File: src/rtl/aq32_bus_pkg.sv
// Shared definitions for the aq32 CPU bus: FSM states, the slave latency code
// and the memory map used to build the interconnect windows.
package aq32_bus_pkg;

  localparam logic [1:0] LAT_SLAVE_WAIT = 2'd0;

  typedef enum logic [1:0] {
    IDLE  = 2'd0,
    LAT   = 2'd1,
    SWAIT = 2'd2
  } state_t;

  localparam logic [31:0] SRAM_BASE     = 32'h0010_0000;
  localparam logic [31:0] SRAM_MASK     = 32'hFFF0_0000;
  localparam logic [31:0] TRAM_BASE     = 32'hFF00_0000;
  localparam logic [31:0] TRAM_MASK     = 32'hFFFF_F000;
  localparam logic [31:0] CHRAM_BASE    = 32'hFF10_0000;
  localparam logic [31:0] CHRAM_MASK    = 32'hFFFF_F800;
  localparam logic [31:0] VRAM_BASE     = 32'hFF20_0000;
  localparam logic [31:0] VRAM_MASK     = 32'hFFFF_C000;
  localparam logic [31:0] IO_VIDEO_BASE = 32'hFF30_0000;
  localparam logic [31:0] IO_VIDEO_MASK = 32'hFFFF_FF00;
  localparam logic [31:0] PAL_BASE      = 32'hFF40_0000;
  localparam logic [31:0] PAL_MASK      = 32'hFFFF_FF80;
  localparam logic [31:0] BOOTROM_BASE  = 32'hFFFF_0000;
  localparam logic [31:0] BOOTROM_MASK  = 32'hFFFF_F000;

endpackage

File: src/rtl/cpu_bus_decode.sv
// Priority base/mask address decoder: the lowest matching slave index wins.
module cpu_bus_decode #(
  parameter int                         NUM_SLAVES = 8,
  parameter int                         ADDR_W     = 32,
  parameter int                         SEL_W      = 3,
  parameter logic [NUM_SLAVES*ADDR_W-1:0] SLV_BASE = '0,
  parameter logic [NUM_SLAVES*ADDR_W-1:0] SLV_MASK = '0
) (
  input  logic [ADDR_W-1:0]     addr,
  output logic [NUM_SLAVES-1:0] hit,
  output logic [SEL_W-1:0]      sel,
  output logic                  no_hit
);

  always_comb begin
    hit = '0;
    for (int i = 0; i < NUM_SLAVES; i++) begin
      hit[i] = ((addr & SLV_MASK[i*ADDR_W +: ADDR_W]) ==
                (SLV_BASE[i*ADDR_W +: ADDR_W] & SLV_MASK[i*ADDR_W +: ADDR_W]));
    end
  end

  // Walk downward so the lowest hitting index is the last one assigned.
  always_comb begin
    sel = '0;
    for (int i = NUM_SLAVES - 1; i >= 0; i--) begin
      if (hit[i]) sel = SEL_W'(i);
    end
  end

  assign no_hit = ~|hit;

endmodule

File: src/rtl/cpu_bus_ic.sv
// CPU bus interconnect: one master onto NUM_SLAVES windows with fixed or
// slave-driven wait, unmapped/timeout bus errors and sticky error capture.
module cpu_bus_ic
  import aq32_bus_pkg::*;
#(
  parameter int                           NUM_SLAVES     = 8,
  parameter int                           ADDR_W         = 32,
  parameter int                           DATA_W         = 32,
  parameter logic [NUM_SLAVES*ADDR_W-1:0] SLV_BASE       = '0,
  parameter logic [NUM_SLAVES*ADDR_W-1:0] SLV_MASK       = '0,
  parameter logic [NUM_SLAVES*2-1:0]      SLV_LAT        = '0,
  parameter int                           TIMEOUT_CYCLES = 255
) (
  input  logic                         clk,
  input  logic                         reset_n,
  input  logic [ADDR_W-1:0]            m_addr,
  input  logic [DATA_W-1:0]            m_wrdata,
  input  logic [DATA_W/8-1:0]          m_bytesel,
  input  logic                         m_wren,
  input  logic                         m_strobe,
  output logic                         m_wait,
  output logic [DATA_W-1:0]            m_rddata,
  output logic                         m_buserr,
  output logic [NUM_SLAVES-1:0]        s_strobe,
  input  logic [NUM_SLAVES-1:0]        s_wait,
  input  logic [NUM_SLAVES*DATA_W-1:0] s_rddata,
  output logic                         err_valid,
  output logic [ADDR_W-1:0]            err_addr,
  output logic                         err_timeout,
  input  logic                         err_clear,
  output state_t                       dbg_state
);

  localparam int SEL_W  = (NUM_SLAVES > 1) ? $clog2(NUM_SLAVES) : 1;
  localparam int TCNT_W = $clog2(TIMEOUT_CYCLES + 1);

  // Master handshake: a transfer completes in any cycle with m_strobe high and
  // m_wait low; the following cycle is always cycle 0 of a new transaction.

  state_t                  state;
  logic [1:0]              cnt;
  logic [TCNT_W-1:0]       tcnt;
  logic [NUM_SLAVES-1:0]   hit;
  logic [SEL_W-1:0]        sel;
  logic                    no_hit;
  logic [1:0]              sel_lat;
  logic                    sel_wait;
  logic [DATA_W-1:0]       sel_rd;
  logic                    unmapped;
  logic                    timeout;
  logic                    unused_inputs;

  assign unused_inputs = ^{m_wrdata, m_bytesel};
  assign dbg_state     = state;

  cpu_bus_decode #(
    .NUM_SLAVES (NUM_SLAVES),
    .ADDR_W     (ADDR_W),
    .SEL_W      (SEL_W),
    .SLV_BASE   (SLV_BASE),
    .SLV_MASK   (SLV_MASK)
  ) u_decode (
    .addr   (m_addr),
    .hit    (hit),
    .sel    (sel),
    .no_hit (no_hit)
  );

  always_comb begin
    sel_lat  = '0;
    sel_wait = 1'b0;
    sel_rd   = '0;
    s_strobe = '0;
    for (int i = 0; i < NUM_SLAVES; i++) begin
      if (sel == SEL_W'(i)) begin
        sel_lat     = SLV_LAT[i*2 +: 2];
        sel_wait    = s_wait[i];
        sel_rd      = s_rddata[i*DATA_W +: DATA_W];
        s_strobe[i] = m_strobe && !no_hit;
      end
    end
  end

  assign unmapped = (state == IDLE) && m_strobe && no_hit;
  assign timeout  = (state == SWAIT) && m_strobe && (tcnt == TCNT_W'(TIMEOUT_CYCLES));

  always_comb begin
    m_wait = 1'b0;
    case (state)
      IDLE: begin
        if (m_strobe && !no_hit) begin
          if (sel_lat != LAT_SLAVE_WAIT) m_wait = !m_wren;
          else                           m_wait = sel_wait;
        end
      end
      LAT:     m_wait = m_strobe && (cnt != 2'd0);
      SWAIT:   m_wait = m_strobe && !timeout && sel_wait;
      default: m_wait = 1'b0;
    endcase
  end

  assign m_buserr = unmapped || timeout;
  assign m_rddata = timeout ? {DATA_W{1'b1}} : (no_hit ? '0 : sel_rd);

  always_ff @(posedge clk or negedge reset_n) begin
    if (!reset_n) begin
      state <= IDLE;
      cnt   <= '0;
      tcnt  <= '0;
    end else begin
      case (state)
        IDLE: begin
          if (m_strobe && !no_hit && m_wait) begin
            if (sel_lat != LAT_SLAVE_WAIT) begin
              state <= LAT;
              cnt   <= sel_lat - 2'd1;
            end else begin
              state <= SWAIT;
              tcnt  <= TCNT_W'(1);
            end
          end
        end
        LAT: begin
          if (!m_strobe || !m_wait) begin
            state <= IDLE;
            cnt   <= '0;
          end else begin
            cnt <= cnt - 2'd1;
          end
        end
        SWAIT: begin
          // tcnt stops at TIMEOUT_CYCLES because that cycle always completes.
          if (!m_strobe || !m_wait) begin
            state <= IDLE;
            tcnt  <= '0;
          end else begin
            tcnt <= tcnt + TCNT_W'(1);
          end
        end
        default: state <= IDLE;
      endcase
    end
  end

  always_ff @(posedge clk or negedge reset_n) begin
    if (!reset_n) begin
      err_valid   <= 1'b0;
      err_addr    <= '0;
      err_timeout <= 1'b0;
    end else if (m_buserr && (!err_valid || err_clear)) begin
      err_valid   <= 1'b1;
      err_addr    <= m_addr;
      err_timeout <= timeout;
    end else if (err_clear) begin
      err_valid <= 1'b0;
    end
  end

endmodule
File: config.mk
export PLATFORM = sky130hd
export DESIGN_NAME = cpu_bus_ic
export DESIGN_NICKNAME = d
export VERILOG_FILES = /design/src/rtl/aq32_bus_pkg.sv /design/src/rtl/cpu_bus_decode.sv /design/src/rtl/cpu_bus_ic.sv
export SDC_FILE = /design/constraint.sdc
export NUM_CORES = 1
export LEC_CHECK = 0
export CORE_AREA = 10 10 152 154
export CTS_BUF_LIST = sky130_fd_sc_hd__clkbuf_16
export DETAILED_ROUTE_END_ITERATION = 10
export DIE_AREA = 0 0 162 164
export HOLD_SLACK_MARGIN = 0.15
export SYNTH_ARGS = -nofsm -noshare
export SYNTH_HDL_FRONTEND = slang
export SYNTH_SLANG_ARGS = --single-unit
File: constraint.sdc
create_clock -name clk -period 4.51 [get_ports clk]
set_input_delay 1.1275 -clock clk [delete_from_list [all_inputs] [get_ports clk]]
set_output_delay 1.1275 -clock clk [all_outputs]
set_load 0.05 [all_outputs]
# == Word-level counts from Yosys, hierarchy flattened ==
# Cells that the tools add are included.
# op_classes
add_sub_neg,2
n_eq_ne,5
mux,12
reduce_logical,20
# ops
op,n
$mux W32,1
$mux W8,2
$pmux W8 S2,1
$add A8 B1 Y8 const B,1
$eq A8 B8 Y1 const B,1
$logic_and A1 B1 Y1,7
$mux W2,3
$reduce_bool A2 Y1,3
$logic_not A1 Y1,4
$ne A2 B1 Y1 const B,2
$pmux W2 S2,1
$reduce_and A2 Y1,2
$mux W1,3
$pmux W1 S3,1
$eq A2 B1 Y1 const B,1
$eq A2 B2 Y1 const B,1
$logic_not A2 Y1,1
$logic_or A1 B1 Y1,2
$reduce_or A2 Y1,1
$sub A2 B1 Y2 const B,1
# totals
regBits,46
input_bits,337
word_cells,45

# == Longest topological paths before layout ==
# Gate-level depths: netlist of the first run.
# logic_depth
word_depth,11
mapped_depth,8
mapped_depth_nobuf,7

# == By module ==
# From an unflattened synthesis of the first run, not the netlist that was laid out.
# hier_totals
cells_unflattened,509
area_unflattened_um2,4367.9
# modules_own_cells
module,instances,cells_each,area_per_inst_um2
cpu_bus_ic,1,495,4270.3
cpu_bus_decode,1,14,97.6

# == Least setup slack after synthesis of the first run ==
# No wires, ideal clock.
# synth_path
path_type,input to output
startpoint,in m_strobe
endpoint,out m_rddata[10]
t_arrival_ns,2.290
slack_ns,1.093
stages,4
path_cell_list,inv_1 -> or3_2 -> clkbuf_1 -> nand2b_1
# synth_via
elab_chain_cells,3
# synth_lines
item,line_no,text
"start, declared",cpu_bus_ic.sv:20,"input logic m_strobe,"
$logic_and A1 B1 Y1 (2 in a row),cpu_bus_ic.sv:85,assign timeout = (state == SWAIT) && m_strobe && (tcnt == TCNT_W'(TIMEOUT_CYCLES));
$mux W32,cpu_bus_ic.sv:103,assign m_rddata = timeout ? {DATA_W{1'b1}} : (no_hit ? '0 : sel_rd);
"end, declared",cpu_bus_ic.sv:22,"output logic [DATA_W-1:0] m_rddata,"
# Every way passes these cells.

# == Worst setup path in the final report of the first run ==
# layout_path
startpoint,in m_strobe
endpoint,out m_rddata[21]
# Same word-level chain as after synthesis.

==> results.sh, run 1 <==
export IMPL_nFillCells=2192
export IMPL_postSynthAreaPerCell_um2=12.7
export IMPL_drc_errors=0
export IMPL_synth_cell_types=35
export IMPL_yosysMostFrequentCell="dfrtp_1"
export IMPL_grt_pass1_vias=2211
export IMPL_ir_drop_mv=0.114
export IMPL_cts_max_path_buffers=2
export IMPL_ys_warn_count=0
export IMPL_grt_remaining_overflow=0
export IMPL_yosysSeqAreaShare_pct=47.6
export IMPL_cts_tree="yes"
export IMPL_criticalPathCategory="in -> out"
export IMPL_synth_commonest_cells="dfrtp_1, nand2b_1, mux2_4"
export IMPL_finClkSkew_ns=0.00485
export IMPL_drive_gt1_share_pct=25.7
export IMPL_p_per_area_nw_per_um2=286
export IMPL_drt_iter0_drc=41
export IMPL_grt_use_total_pct=6.00
export IMPL_cts_inserted_buffers=5
export IMPL_place_inst=577
export IMPL_async_reset_ff_share_pct=100
export IMPL_layout_cells_non_filler=585
export IMPL_cts_sinks=43
export IMPL_clock_latency_ns=0.29
export IMPL_timing_final_ws_setup_ns=0.474
export IMPL_portBuffers=138
export IMPL_final_nets=653
export IMPL_antenna_found_initial=0
export IMPL_grt_first_pass_wirelength_um=12600
export IMPL_clk_pin_slew_ns=0.06
export IMPL_fmax_ghz=0.248
export IMPL_tns_ns=0
export IMPL_synth_seq_cells=43
export IMPL_hold_path_class="reg -> reg"
export IMPL_netlist_instances=178
export IMPL_antenna_left=0
export IMPL_grt_setup_unrepaired="false"
export IMPL_die_h_um=164
export IMPL_finalHoldViolCount=0
export IMPL_die_x_um=162
export IMPL_place_gp_congestion=0.753
export IMPL_tightest_slew_ns=1.01
export IMPL_finalPower_uw=1240
export IMPL_critPathMaxFanout=33
export IMPL_synth_edf_count=0
export IMPL_synth_top_area_share_pct=47.6
export IMPL_post_cts_resized=0
export IMPL_core_area_um2=20000
export IMPL_syn_area_um2=2260
export IMPL_fin_crit_sh_pct=89.5
export IMPL_relSlewSlack_pct=32.6
export IMPL_post_route_min_period_ns=4.04
export IMPL_post_route_util_pct=21.6
export IMPL_synth_area_leaders="dfrtp_1, mux2_4, nand2b_1, buf_4, buf_12"
export IMPL_drtPass1Iterations=4
export IMPL_status="finished, final reports clean"
export IMPL_yosys_area_top_type="dfrtp_1"
export IMPL_dieArea_um2=26600
export IMPL_cp_start_kind="primary input"
export IMPL_wl_um=7860
export IMPL_setup_viol=0
export IMPL_cts_root_buf="clkbuf_16"
export IMPL_floorplan_initialDensity_pct=11.3
export IMPL_dp_hpwl_um=6580
export IMPL_postCtsHoldBufs=0
export IMPL_row_count=52
export IMPL_crit_arrival_ns=2.91
export IMPL_p_leak_uw=0.00193
export IMPL_yosys_most_used_dff="dfrtp_1"
export IMPL_maxSlewViolCount=0
export IMPL_drv_cap=0
export IMPL_preCtsSetupSlack_ns=0.453
export IMPL_wire_per_inst_um=13.4
export IMPL_setup_worst_path_end_class="output port"
export IMPL_num_io_pins=415
export IMPL_drt_vias_per_instance=3.20
export IMPL_dr_total_vias=1872
export IMPL_grt_max_degree=44
export IMPL_cts_htree_levels=2
export IMPL_cp_required_ns=3.38
export IMPL_diodes=0
export IMPL_syn_to_final_growth_pct=91.8
export IMPL_cts_setup_buffers=0
[where the power goes]
| part | total (uW) | switching, uW | internal (uW) | leakage (uW) |
|---|---|---|---|---|
| Clock | 367 | 160 | 207 | 0.0000664 |
| Combinational | 427 | 235 | 192 | 0.00130 |
| Sequential | 445 | 32.5 | 413 | 0.000559 |
| Total | 1240 | 428 | 812 | 0.00193 |
[worst max-delay path, stage by stage]
cell,delay (ns)
clkdlybuf4s50_1,0.48
inv_1,0.05
or3_2,0.76
nand2b_1,0.31
buf_12,0.17
[cell usage in the layout, fill, tap and decap left out, types with 3 or more instances in the layout]
cell type / netlist / routed
nand2_1: 6 / 6
dfrtp_1: 43 / 43
mux2_4: 29 / 29
nand2b_1: 33 / 33
mux2_2: 3 / 3
clkbuf_16: 0 / 5
nand4b_1: 3 / 3
clkdlybuf4s50_1: 0 / 104
inv_1: 8 / 8
conb_1: 1 / 8
xor2_1: 3 / 3
nor2_1: 3 / 3
buf_12: 3 / 33
a21oi_1: 4 / 4
[sequential cells by signal, summed over array words and instances, names as in the netlist]
signal / count
err_timeout: 1
dbg_state: 1
err_addr: 32
tcnt: 8
err_valid: 1
[per-stage QoR]
step	hold slack, ns	cell area (um^2)
global route	0.500	4330
CTS	0.473	4330
detailed placement	0.457	4180
finish	0.466	4330
floorplan	0.532	2280
global placement	0.456	4180
[routing by layer]
layer  vias up  GRT usage, %  part of all wire [%]
met4         0          1.61                  0.87
met5         -             0                     0
met3         5          4.43                    15
li1        859             -                     -
met1       876          6.18                    39
met2       132          9.51                    45
[cell families (layout without fill, tap and decap cells)]
| logic type | Yosys count | after routing | share of synthesized area [%] |
|---|---|---|---|
| compound gates | 15 | 15 | 4.43 |
| simple gates | 57 | 57 | 16.6 |
| flops | 43 | 43 | 47.6 |
| buf+inv | 25 | 155 | 8.14 |
| mux | 32 | 32 | 20.8 |
| xor+xnor | 3 | 3 | 1.16 |
| other cells | 1 | 8 | 0.166 |
| fa+ha+maj | 2 | 2 | 1.11 |
[final cells by class]
| type | count | area (um^2) | area share (%) |
|---|---|---|---|
| clock buffers | 5 | 125 | 2.89 |
| clock inverters | 3 | 23.8 | 0.549 |
| inverters | 8 | 30.0 | 0.693 |
| multi-input cells | 117 | 1020 | 23.7 |
| flip-flops and latches | 43 | 1080 | 24.8 |
| well taps | 270 | 338 | 7.80 |
| repair buffers | 139 | 1710 | 39.6 |
[path summary, 6_finish.rpt]
kind | start | end | slack (ns) | cells after the start
worst max-delay path | m_strobe | m_rddata[21] | 0.47 | 5
worst min-delay path | err_timeout | err_timeout | 0.47 | 1
worst max register to register | tcnt[0] | tcnt[7] | 2.00 | 7
worst min register to register | err_timeout | err_timeout | 0.47 | 1
max in group asynchronous | reset_n | err_addr[3] | 2.88 | 1
min in group asynchronous | reset_n | err_addr[17] | 1.01 | 1
Power figures use the tool's default switching activity.
==> inputs of run 2 (changes only) <==
RECOVER_POWER = 100   (was unset)
==> run 2 against run 1 <==
Compared with the run above: the run now ends with capacitance limit, slew limit left; clock-buffer cell count unchanged; register-to-register slack got worse by 0.31 ns; critical path type unchanged; die area unchanged; sequential share of layout area increased by 1.0 points; cell count up 0.17%; utilization shrank 0.84 points; critical path depth unchanged; clock skew rose by 0.00064 ns.
==> results.sh, run 2 (synthesis gave the netlist of run 1 again) <==
export IMPL_grt_use_total_pct=6.00
export IMPL_met2_usage_pct=9.51
export IMPL_cts_sinks=43
export IMPL_post_cts_resized=0
export IMPL_layout_cells_most_common_list="clkdlybuf4s50_1, dfrtp_1, dlygate4sd3_1"
export IMPL_dp_hpwl_um=6580
export IMPL_largestRegisters="err_addr x32, tcnt x8"
export IMPL_grt_setup_unrepaired="false"
export IMPL_cts_setup_buffers=0
export IMPL_startpoint="m_strobe"
export IMPL_hold_path_class="reg -> reg"
export IMPL_violations="capacitance limit, slew limit"
export IMPL_r2r_start="tcnt[0]"
export IMPL_cts_root_buf="clkbuf_16"
export IMPL_fmax_ghz=0.237
export IMPL_clk_pin_slew_ns=0.06
export IMPL_drt_iter0_drc=42
export IMPL_nFillCells=2244
export IMPL_layout_cells_non_filler=586
export IMPL_maxSlewViolCount=78
export IMPL_final_nets=653
export IMPL_grt_pass1_vias=2211
export IMPL_crit_arrival_ns=3.09
export IMPL_core_area_um2=20000
export IMPL_regMostFlops="err_addr"
export IMPL_floorplan_initialDensity_pct=11.3
export IMPL_syn_to_final_growth_pct=84.4
export IMPL_antenna_found_initial=1
export IMPL_dieArea_um2=26600
export IMPL_drt_vias_per_instance=3.17
export IMPL_dr_total_vias=1857
export IMPL_finalHoldViolCount=0
export IMPL_cts_htree_levels=2
export IMPL_place_gp_congestion=0.753
export IMPL_postCtsHoldBufs=0
export IMPL_ir_drop_mv=0.114
export IMPL_drtPass1Iterations=4
export IMPL_post_route_min_period_ns=4.22
export IMPL_wire_per_inst_um=13.2
export IMPL_p_per_area_nw_per_um2=291
export IMPL_setup_worst_path_end_class="output port"
export IMPL_tightest_slew_ns=2.42
export IMPL_p_leak_uw=0.00187
export IMPL_antenna_left=0
export IMPL_critPathMaxFanout=33
export IMPL_grt_first_pass_wirelength_um=12600
export IMPL_relSlewSlack_pct=-61.4
export IMPL_largest_register_ffs=32
export IMPL_cts_tree="yes"
export IMPL_criticalPathCategory="in -> out"
export IMPL_reg2reg_depth=4
export IMPL_cts_inserted_buffers=5
export IMPL_met3_usage_pct=4.43
export IMPL_cts_max_path_buffers=2
export IMPL_layout_commonest_cell="clkdlybuf4s50_1"
export IMPL_tns_ns=0
export IMPL_grtUsageMet1_pct=6.18
export IMPL_cp_required_ns=3.38
export IMPL_place_area_um2=4180
export IMPL_place_inst=577
export IMPL_cp_start_kind="primary input"
export IMPL_drv_cap=2
export IMPL_row_count=52
export IMPL_die_x_um=162
export IMPL_num_io_pins=415
export IMPL_clock_latency_ns=0.29
export IMPL_status="finished, violations left"
export IMPL_min_from="err_timeout"
export IMPL_busiest_layer="met2"
export IMPL_grt_max_degree=44
export IMPL_drive_gt1_share_pct=14.6
export IMPL_die_h_um=164
export IMPL_portBuffers=138
export IMPL_setup_viol=0
export IMPL_min_path_cells=1
export IMPL_fin_area_um2=4160
export IMPL_grt_remaining_overflow=0
export IMPL_finClkSkew_ns=0.00550
export IMPL_drc_errors=0
export IMPL_fin_crit_sh_pct=93.6
export IMPL_wl_um=7740
==> run 2: cell types whose count changed in the layout (fill, tap and decap cells not counted), sizes merged <==
cell,delta
buf,-7
clkbuf,+4
clkdlybuf4s50,-38
diode,+1
dlygate4sd3,+38
dlymetal6s2s,+3
==> run 2: worst paths after layout <==
kind,endpoint,slack (ns)
setup / recovery,m_rddata[16],0.29
hold / removal,err_timeout,0.46
min in group asynchronous,err_addr[17],1.57
max in group asynchronous,err_addr[3],1.56
setup reg to reg,err_addr[10],1.69
hold reg to reg,err_timeout,0.46
==> run 2: critical path, cell delays in order <==
cell            delay (ns)
dlygate4sd3_1         0.54
inv_1                 0.05
or3_2                 0.76
nand2b_1              0.17
dlymetal6s2s_1        0.44
==> run 2: final cells by class <==
cell class                 instances  area (um^2)  area share, %
clock buffer                       5          125           3.00
sequential                        43         1080           25.8
tap                              270          338           8.11
multi-input combinational        117          912           21.9
antenna                            1         2.50         0.0601
inverter                           8         30.0          0.721
timing repair buffer             139         1660           39.8
clock inverter                     3         23.8          0.571
==> run 2: metal layers <==
layer,vias to the layer above,part of all wire [%]
met4,0,1.0
met1,865,38
met3,7,15
met5,-,0
met2,122,45
li1,863,-
==> run 2: through the flow <==
stage          utilization (%)  setup WS (ns)  hold slack [ns]  total power, uW
2_1_floorplan                -           1.09            0.532              681
5_1_grt                   20.8          0.202            0.495             1280
3_5_place_dp              20.9          0.453            0.457              885
4_1_cts                   21.6          0.451            0.473             1270
3_3_place_gp              20.9          0.468            0.456              879
6_report                  20.8          0.288            0.461             1210
==> run 2: power breakdown <==
group / switching, uW / total [uW] / internal, uW
Sequential: 31.2 / 444 / 413
Combinational: 232 / 399 / 167
Clock: 160 / 367 / 207
Total: 424 / 1210 / 787
==> inputs of run 3 (changes only) <==
CELL_PAD_IN_SITES_DETAIL_PLACEMENT = 1   (was unset)
CELL_PAD_IN_SITES_GLOBAL_PLACEMENT = 2   (was unset)
CORE_AREA = unset   (was 10 10 152 154)
CORE_MARGIN = 10   (was unset)
CORE_UTILIZATION = 10   (was unset)
DIE_AREA = unset   (was 0 0 162 164)
GPL_ROUTABILITY_DRIVEN = 0   (was unset)
PLACE_DENSITY_LB_ADDON = 0.1   (was unset)
==> run 3 against run 2 <==
Compared with the run above: clock skew up 0.0030 ns; largest power group unchanged; cell area down 4.5%; combinational power down 4%; the flow still finishes with violations (capacitance limit, slew limit); clock-buffer cell count unchanged; global-route usage up 0.24 points; routed wire length up 14%; flip-flop and latch count unchanged; via count up 1.1%; worst hold slack better by 0.0052 ns.
==> results.sh, run 3 (synthesis gave the netlist of run 1 again) <==
export IMPL_finalHoldViolCount=0
export IMPL_fmax_ghz=0.242
export IMPL_clock_latency_ns=0.30
export IMPL_grt_first_pass_wirelength_um=13700
export IMPL_preCtsSetupSlack_ns=0.469
export IMPL_finClkSkew_ns=0.00852
export IMPL_antenna_left=0
export IMPL_wl_um=8860
export IMPL_fin_crit_sh_pct=91.7
export IMPL_final_nets=654
export IMPL_hold_path_class="reg -> reg"
export IMPL_cts_setup_buffers=0
export IMPL_p_leak_uw=0.00179
export IMPL_finalPower_uw=1200
export IMPL_core_area_um2=22000
export IMPL_grt_remaining_overflow=0
export IMPL_syn_to_final_growth_pct=76.1
export IMPL_post_cts_resized=0
export IMPL_cts_htree_levels=2
export IMPL_crit_arrival_ns=3.01
export IMPL_post_route_util_pct=18.1
export IMPL_p_per_area_nw_per_um2=302
export IMPL_drive_gt1_share_pct=15.2
export IMPL_die_h_um=170
export IMPL_die_x_um=170
export IMPL_relSlewSlack_pct=-45.3
export IMPL_cts_root_buf="clkbuf_16"
export IMPL_timing_final_ws_setup_ns=0.372
export IMPL_postCtsHoldBufs=0
export IMPL_largest_register_ffs=32
export IMPL_ff2ff_setup_slack_ns=1.57
export IMPL_maxSlewViolCount=71
export IMPL_cp_start_kind="primary input"
export IMPL_drt_vias_per_instance=3.15
export IMPL_floorplan_initialDensity_pct=10.3
export IMPL_antenna_found_initial=0
export IMPL_critPathMaxFanout=33
export IMPL_setup_worst_path_end_class="output port"
export IMPL_cts_max_path_buffers=2
export IMPL_post_route_min_period_ns=4.14
export IMPL_dr_total_vias=1878
export IMPL_layout_cells_most_common_list="clkdlybuf4s50_1, dfrtp_1, dlygate4sd3_1"
export IMPL_clk_pin_slew_ns=0.07
export IMPL_largestRegisters="err_addr x32, tcnt x8"
export IMPL_row_count=54
export IMPL_drc_errors=0
export IMPL_dieArea_um2=29000
export IMPL_criticalPathCategory="in -> out"
export IMPL_status="finished, violations left"
export IMPL_tns_ns=0
export IMPL_grt_use_total_pct=6.23
export IMPL_ir_drop_mv=0.123
export IMPL_cts_tree="yes"
export IMPL_violations="capacitance limit, slew limit"
export IMPL_grt_pass1_vias=2102
export IMPL_layout_commonest_cell="clkdlybuf4s50_1"
export IMPL_num_io_pins=415
export IMPL_setup_viol=0
export IMPL_dp_hpwl_um=7080
export IMPL_cts_sinks=43
export IMPL_regMostFlops="err_addr"
export IMPL_drv_cap=2
export IMPL_cp_required_ns=3.38
export IMPL_cts_inserted_buffers=5
export IMPL_grt_max_degree=37
export IMPL_wire_per_inst_um=14.9
export IMPL_tightest_slew_ns=2.18
export IMPL_drtPass1Iterations=4
export IMPL_diodes=0
export IMPL_drt_iter0_drc=38
export IMPL_portBuffers=138
export IMPL_grt_setup_unrepaired="false"
## run 3: cell count changes in the layout (fill, tap and decap cells not counted), moves of 2 or more
cell | previous run | this run
buf_12 | 28 | 17
clkbuf_1 | 2 | 4
clkbuf_2 | 2 | 16
dlymetal6s2s_1 | 3 | 0
## run 3: layout make-up
type / count / area, um^2
well taps: 280 / 350
flip-flops and latches: 43 / 1080
clock inverters: 3 / 16.3
multi-input cells: 117 / 912
fillers: 2526 / 18000
clock buffers: 5 / 125
repair buffers: 140 / 1470
inverters: 8 / 30.0
## run 3: metrics by stage
step | cells | instance area [um^2] | hold WS (ns)
floorplan | 185 | 2280 | 0.532
global placement | 588 | 4200 | 0.449
detailed placement | 588 | 4200 | 0.454
CTS | 596 | 4340 | 0.475
global route | 596 | 3980 | 0.476
finish | 596 | 3980 | 0.466
## run 3: worst paths after layout
kind,from,end,cells past startpoint
setup / recovery,m_strobe,m_rddata[6],5
hold / removal,err_timeout,err_timeout,1
setup reg to reg,tcnt[0],err_addr[4],4
hold reg to reg,err_timeout,err_timeout,1
max in group asynchronous,reset_n,err_addr[31],2
min in group asynchronous,reset_n,err_addr[14],1
## run 3: critical path, cell delays in order
cell	delay, ns
dlygate4sd3_1	0.56
inv_1	0.06
or3_2	0.78
nand2b_1	0.18
clkbuf_2	0.30
## run 3: where the power goes
part	internal, uW	switching [uW]	total (uW)
sequential	413	33.7	446
clock	203	166	368
combinational	150	235	385
total	766	434	1200
## run 3: layer usage
layer | global-route usage (%) | vias to the layer above | share of wire [%]
li1 | - | 864 | -
met1 | 6.68 | 915 | 37
met2 | 9.99 | 91 | 48
met3 | 3.52 | 8 | 13
met4 | 2.52 | 0 | 1.6
met5 | 0 | - | 0
